$ cat config.mk
export PLATFORM = sky130hd
export DESIGN_NAME = down_counter
export DESIGN_NICKNAME = d
export VERILOG_FILES = /design/src/rtl/down_counter.sv
export SDC_FILE = /design/constraint.sdc
export NUM_CORES = 1
export LEC_CHECK = 0
export CORE_MARGIN = 10
export CORE_UTILIZATION = 43
export CTS_BUF_LIST = sky130_fd_sc_hd__clkbuf_16
export DETAILED_ROUTE_END_ITERATION = 12
export PLACE_DENSITY_LB_ADDON = 0.3
export SYNTH_ARGS = -nofsm -noshare
export SYNTH_HDL_FRONTEND = slang
export SYNTH_SLANG_ARGS = --single-unit
export TNS_END_PERCENT = 5
$ cat constraint.sdc
create_clock -name clk_i -period 2.9 [get_ports clk_i]
set_input_delay 0.435 -clock clk_i [delete_from_list [all_inputs] [get_ports clk_i]]
set_output_delay 0.435 -clock clk_i [all_outputs]
set_load 0.01 [all_outputs]
$ cat src/rtl/down_counter.sv
// Down-counter: loads a clamped start index and emits it down to 0 over valid/ready, then pulses done_o.
// Optional DOWN_COUNTER_ABORT_EN adds abort_i to cancel a count in flight.
module down_counter #(
   parameter int unsigned WORD_SIZE = 16,
   parameter int unsigned INPUT_MAX = 10
) (
   input  logic                 clk_i,
   input  logic                 reset_n_i,
   input  logic                 start_i,
   input  logic [WORD_SIZE-1:0] start_value_i,
   input  logic                 ready_i,
`ifdef DOWN_COUNTER_ABORT_EN
   input  logic                 abort_i,
`endif
   output logic                 valid_o,
   output logic [WORD_SIZE-1:0] data_o,
   output logic                 last_o,
   output logic                 busy_o,
   output logic                 done_o
);

   localparam logic [WORD_SIZE-1:0] MAX_W = WORD_SIZE'(INPUT_MAX);

   typedef enum logic [1:0] {
      eIDLE,
      eCOUNTING,
      eDONE
   } state_t;

   state_t               state;
   logic                 abort_c;
   logic [WORD_SIZE-1:0] load_val_c;

`ifdef DOWN_COUNTER_ABORT_EN
   assign abort_c = abort_i;
`else
   assign abort_c = 1'b0;
`endif

   // Start index clamped to the largest index this layer ever emits
   assign load_val_c = (start_value_i > MAX_W) ? MAX_W : start_value_i;

   always_ff @(posedge clk_i or negedge reset_n_i) begin
      if (!reset_n_i) begin
         state   <= eIDLE;
         valid_o <= 1'b0;
         data_o  <= '0;
         last_o  <= 1'b0;
         busy_o  <= 1'b0;
         done_o  <= 1'b0;
      end else begin
         done_o <= 1'b0;
         unique case (state)
            eIDLE, eDONE: begin
               if (start_i) begin
                  state   <= eCOUNTING;
                  valid_o <= 1'b1;
                  busy_o  <= 1'b1;
                  data_o  <= load_val_c;
                  last_o  <= (load_val_c == '0);
               end else begin
                  state   <= eIDLE;
                  valid_o <= 1'b0;
                  busy_o  <= 1'b0;
                  data_o  <= '0;
                  last_o  <= 1'b0;
               end
            end
            eCOUNTING: begin
               if (abort_c) begin
                  state   <= eIDLE;
                  valid_o <= 1'b0;
                  busy_o  <= 1'b0;
                  data_o  <= '0;
                  last_o  <= 1'b0;
               end else if (ready_i) begin
                  if (data_o != '0) begin
                     data_o <= data_o - WORD_SIZE'(1);
                     last_o <= (data_o == WORD_SIZE'(1));
                  end else begin
                     // Final beat accepted: 0 is terminal, never wraps
                     state   <= eDONE;
                     valid_o <= 1'b0;
                     busy_o  <= 1'b0;
                     last_o  <= 1'b0;
                     data_o  <= '0;
                     done_o  <= 1'b1;
                  end
               end
            end
            default: begin
               state   <= eIDLE;
               valid_o <= 1'b0;
               busy_o  <= 1'b0;
               data_o  <= '0;
               last_o  <= 1'b0;
            end
         endcase
      end
   end

endmodule

# After elaboration in Yosys (flattened, before gate mapping)
# Index checks and enable logic that the tools add are counted.
classes:
  n_addsub: 1
  order_cmp: 1
  n_eq_ne: 5
  n_mux: 20
  n_reduce_logical: 5
ops:
  columns: ["operator", "count"]
  rows:
  - ["two-way mux 16 bit", 4]
  - ["case mux 16 bit (2 select lines)", 1]
  - ["== test 16 x 1 -> 1 bit (second input constant)", 1]
  - ["greater-than comparator 16 x 4 -> 1 bit (second input constant)", 1]
  - ["logical NOT 16 bit", 1]
  - ["nonzero test 16 bit", 1]
  - ["subtractor 16 x 1 -> 16 bit (second input constant)", 1]
  - ["two-way mux 1 bit", 10]
  - ["two-way mux 2 bit", 2]
  - ["inequality test 2 bit (second input constant)", 2]
  - ["case mux 1 bit (2 select lines)", 2]
  - ["case mux 2 bit (2 select lines)", 1]
  - ["== test 2 x 1 -> 1 bit (second input constant)", 1]
  - ["== test 2 bit (second input constant)", 1]
  - ["logical NOT 2 bit", 1]
  - ["AND reduction 2 bit", 1]
  - ["OR reduction 2 bit", 1]
word_totals:
  register_bits: 21
  in_bits: 20
  out_inout_bits: 20
  wordCells: 37

# Depth between registers and ports, before layout
logic_depth:
  ltp_word: 5
  depth_mapped: 8
  mapped_depth_nobuf: 6

# Worst setup path before layout
# Ideal clock, no wire load.
synth_timing:
  path_type: "register -> register"
  start: "register data_o[0]"
  end: "register data_o[15]"
  setup_time_ns: 0.119
  t_arrival_ns: 2.138
  required_time_ns: 2.781
  slack_ns: 0.643
  path_stages_with_launch: 9
  path_buffers: 2
  period_less_slack_ns: 2.257
  cell_sequence: "dfrtp_1 -> inv_1 -> ha_1 -> or3b_2 -> buf_2 -> or4_1 -> buf_6 -> a41oi_1 -> o21ba_1"
synth_between:
  elab_chain_len: 4
  elab_cells_between_ends: 5
  cone_classes: "1 x add/sub; 3 x mux; 1 x reduce/logical"
synth_rtl:
  columns: ["element", "line", "source"]
  rows:
  - ["start, declared", "16", "output logic [WORD_SIZE-1:0] data_o,"]
  - ["start signal, assigned", "59", "data_o <= load_val_c;"]
  - ["start signal, assigned", "78", "data_o <= data_o - WORD_SIZE'(1);"]
  - ["subtractor 16 x 1 -> 16 bit / nonzero test 16 bit (equally long branches)", "78, 77", null]
  - ["two-way mux 16 bit *", "77", "if (data_o != '0) begin"]
  - ["two-way mux 16 bit *", "76", "end else if (ready_i) begin"]
  - ["case mux 16 bit (2 select lines) *", "53", "unique case (state)"]
# Mark *: on every way between the ends. The rest lies on a longest branch, timed or not. The select of a mux whose other input is x is not followed.
# A chain may end at the register's enable or synchronous reset.

# Final worst setup path
layout_timing:
  start: "register data_o[1]"
  end: "register data_o[1]"
# Same word-level chain as after synthesis.

==> metrics.log <==
INFO  metric design.die.area = 5590 um^2
INFO  metric synth-edff-count = 0
INFO  metric tightest_slew = 0.899 ns
INFO  metric utilization = 0.622
INFO  metric instances_no_fill = roughly 200
INFO  metric vias = 1,332
INFO  metric ctsHoldBuffers = 0
INFO  metric syn_inst = 138
INFO  metric final-hold-violation-count = 0
INFO  metric holdCritPathClass = reg2reg
INFO  metric globalRoute.totalOverflow = 0
INFO  metric ranking_of_synthesized_cells_by_area = sky130_fd_sc_hd__dfrtp_1 39%, sky130_fd_sc_hd__nor4_1 5.3%, sky130_fd_sc_hd__or4_1 4.7%
INFO  metric final_layout_size_suffix_gt1_frac = 0.0800
INFO  metric ctsRootBufferMaster = sky130_fd_sc_hd__clkbuf_16
INFO  metric timing.final.crit_period = 2.42 ns
INFO  metric reg2regPathDepth = 6
INFO  metric finalWirelength = about 3900 um
INFO  metric synth_area_leader_cell = sky130_fd_sc_hd__dfrtp_1
INFO  metric wl_per_cell = 18.8 um
INFO  metric drt-initial-drc-count = 108
INFO  metric synth_seq_cells = 20
INFO  metric final-setup-viol-count = 0
INFO  metric netlist-cell-type-count = between 40 and 50
INFO  metric postLayoutCellArea = 1740 um^2
INFO  metric critical_path.cell_chain = inv_1 -> ha_1 -> or3b_2 -> or4_1 -> nand2_1 -> o221ai_1
INFO  metric std_cell_rows = 19
INFO  metric antenna_found_initial = 0
INFO  metric worstSkewPairLatency = 0.25 ns
INFO  metric reg2reg_setup_slack = 0.48 ns
INFO  metric cts-htree-levels = 1
INFO  metric power.static_leakage = between 0.7 and 0.8 nW
INFO  metric synth_ff_type = sky130_fd_sc_hd__dfrtp_1
INFO  metric seq_area_frac_synth = 0.388
INFO  metric number_of_global_route_vias_before_repair = 1,350
INFO  metric placement.io_buffers = 39
INFO  metric place_ws = between 0.5 and 0.6 ns
INFO  metric holdPathEnd = last_o
INFO  metric drv.max_cap_violation_count = 0
INFO  metric die_height = 74.7 um
INFO  metric largest_incremental_delay_on_the_critical_path = 0.60 ns
INFO  metric tritoncts.num_buffers = 3
INFO  metric most-common-layout-cells = 39 x sky130_fd_sc_hd__clkdlybuf4s50_1, 20 x sky130_fd_sc_hd__dfrtp_1, 11 x sky130_fd_sc_hd__nor4_1, 11 x sky130_fd_sc_hd__nand2_1, 9 x sky130_fd_sc_hd__nor2_1
INFO  metric grt_usage = 0.145
INFO  metric post_cts_sizing_count = 0
INFO  metric grt_max_degree = 21
INFO  metric finalSetupTns = 0 ns
INFO  metric critical_path_class = reg2reg
INFO  metric power-per-cell-area = around 1100 nW/um^2
INFO  metric numPlacedInstances = 202
INFO  metric proportion_of_synthesized_flip_flops_having_asynchronous_set_or_reset = 1.00
INFO  metric critical_path.max_fanout = 9
INFO  metric cts.sinks = 20
INFO  metric synth_area_per_cell = 9.34 um^2
INFO  metric slew_violations = 0
INFO  metric timing.critical_path.from_type = flop
INFO  metric timing.max_slew.rel_slack = 0.399
INFO  metric diodes = 0
INFO  metric globalplace.congestion = 0.899
INFO  metric placed_cell_area = 1670 um^2
INFO  metric clkSlewWorstSetupHoldPaths = 0.06 ns
INFO  metric layout.cells.most_common = sky130_fd_sc_hd__clkdlybuf4s50_1
INFO  metric fmax = 413 MHz
INFO  metric cts_tree = done
INFO  metric critical_path.reg2reg.startpoint = data_o[1]
INFO  metric reg2reg_to = data_o[1]
INFO  metric antenna_left = 0
INFO  metric holdPathStages = 2
INFO  metric post_synth_instance_area = 1290 um^2
INFO  metric final_clock_period_utilization_by_the_worst_path = 0.834
INFO  metric vdd.ir_drop.worst = 437 uV
INFO  metric run_status = complete, no violations
INFO  metric synth_top_area_share = 0.388
INFO  metric floorplan.initialDensity = 0.459
INFO  metric grt_setup_unrepaired = false
INFO  metric worst_slack = approximately 0.48 ns
INFO  metric dr.pass1.iters = 4
INFO  metric slowest_stage = sky130_fd_sc_hd__or4_1
INFO  metric grt_pass1_wl = 6500 um
INFO  metric floorplan.core_area = 2810 um^2
INFO  metric synth_fp_nets = 160
INFO  metric worst-endpoint-arrival = 2.53 ns
INFO  metric dieWidth = 74.7 um
INFO  metric clock_tree.buffer_depth = 2
INFO  metric dp.final_hpwl = slightly below 3000 um
INFO  metric vias_per_cell = 6.47
INFO  metric remaining_drc_errors = 0
INFO  metric holdWs = slightly below 0.5 ns
INFO  metric nets = 198
INFO  metric design_power_total = roughly 1.9 mW
INFO  metric hold_path.startpoint = last_o
INFO  metric yosysWarnings = 0
INFO  metric kind_of_end_point_of_the_critical_path = flop
INFO  metric worst-endpoint-required = a little over 3 ns
INFO  metric worst_clock_skew = 0.00132 ns
INFO  metric post_cts_setup_repair_bufs = 0
INFO  metric top_level_port_count = 40
INFO  metric area_grow_syn2layout = 35.3%
sequential cells by signal, indices dropped and copies added, names as in the netlist:
signal  count
busy_o      1
last_o      1
data_o     16
state       1
done_o      1
worst max-delay path by stage:
| stage | startpoint | to |
|---|---|---|
| 6_report | data_o[1] | data_o[1] |
| 5_1_grt | data_o[1] | data_o[2] |
| 4_1_cts | data_o[1] | data_o[2] |
| 3_5_place_dp | data_o[1] | data_o[2] |
| 3_3_place_gp | data_o[0] | data_o[1] |
| 2_1_floorplan | data_o[0] | data_o[15] |
metal layers:
metal  global-route usage  share of wire  up-vias  wire (um)
met5                    0              0        -          0
met4               0.0420          0.013        0         49
met3               0.0539           0.11        7        429
met2                0.245           0.47       67       1840
met1                0.168           0.40      640       1570
li1                     -              -      618          -
kinds of logic (layout without fill, tap and decap cells):
| family | Yosys count | count (layout) | synth area share |
|---|---|---|---|
| and+or+nand+nor | 69 | 69 | 0.327 |
| adders and majority gates | 2 | 2 | 0.0194 |
| buffers and inverters | 13 | 50 | 0.0699 |
| DFF | 20 | 20 | 0.388 |
| AOI/OAI and AO/OA | 34 | 34 | 0.195 |
cells in the mapped netlist (all sizes together), types with 2 or more instances:
library cell	count
a31oi	6
a211o	3
o21ai	6
nor2	9
nand2	12
dfrtp	20
or3	4
a32o	2
or4	10
inv	4
ha	2
nor3	4
o311a	2
or2	2
nand3	5
o221ai	2
nor3b	2
nand2b	2
buf	8
a21oi	2
o211ai	2
nor4	12
a41oi	2
power breakdown:
group / switching [mW] / leakage [nW] / total (mW) / internal, mW
Combinational: 0.594 / 0.401 / 1.10 / 0.511
Sequential: 0.156 / 0.265 / 0.538 / 0.382
Clock: 0.101 / 0.0385 / 0.285 / 0.184
Total: 0.851 / 0.705 / 1.93 / 1.08
final cells by class:
cell class	instances	area (um^2)
clock buffers	3	75.1
multi-input cells	105	698
inverters	4	15.0
well taps	31	38.8
repair buffers	42	413
fillers	249	1060
clock inverters	1	3.75
flip-flops and latches	20	500
critical path, delay by kind of cell, from the launching register on:
family,cells,cell delay (ns)
AND/OR/NAND/NOR,3,1.40
flip-flops,1,0.41
AO/OA/AOI/OAI,1,0.14
buffers and inverters,1,0.11
adder cells (fa/ha/maj),1,0.22
Power figures use the tool's default switching activity.
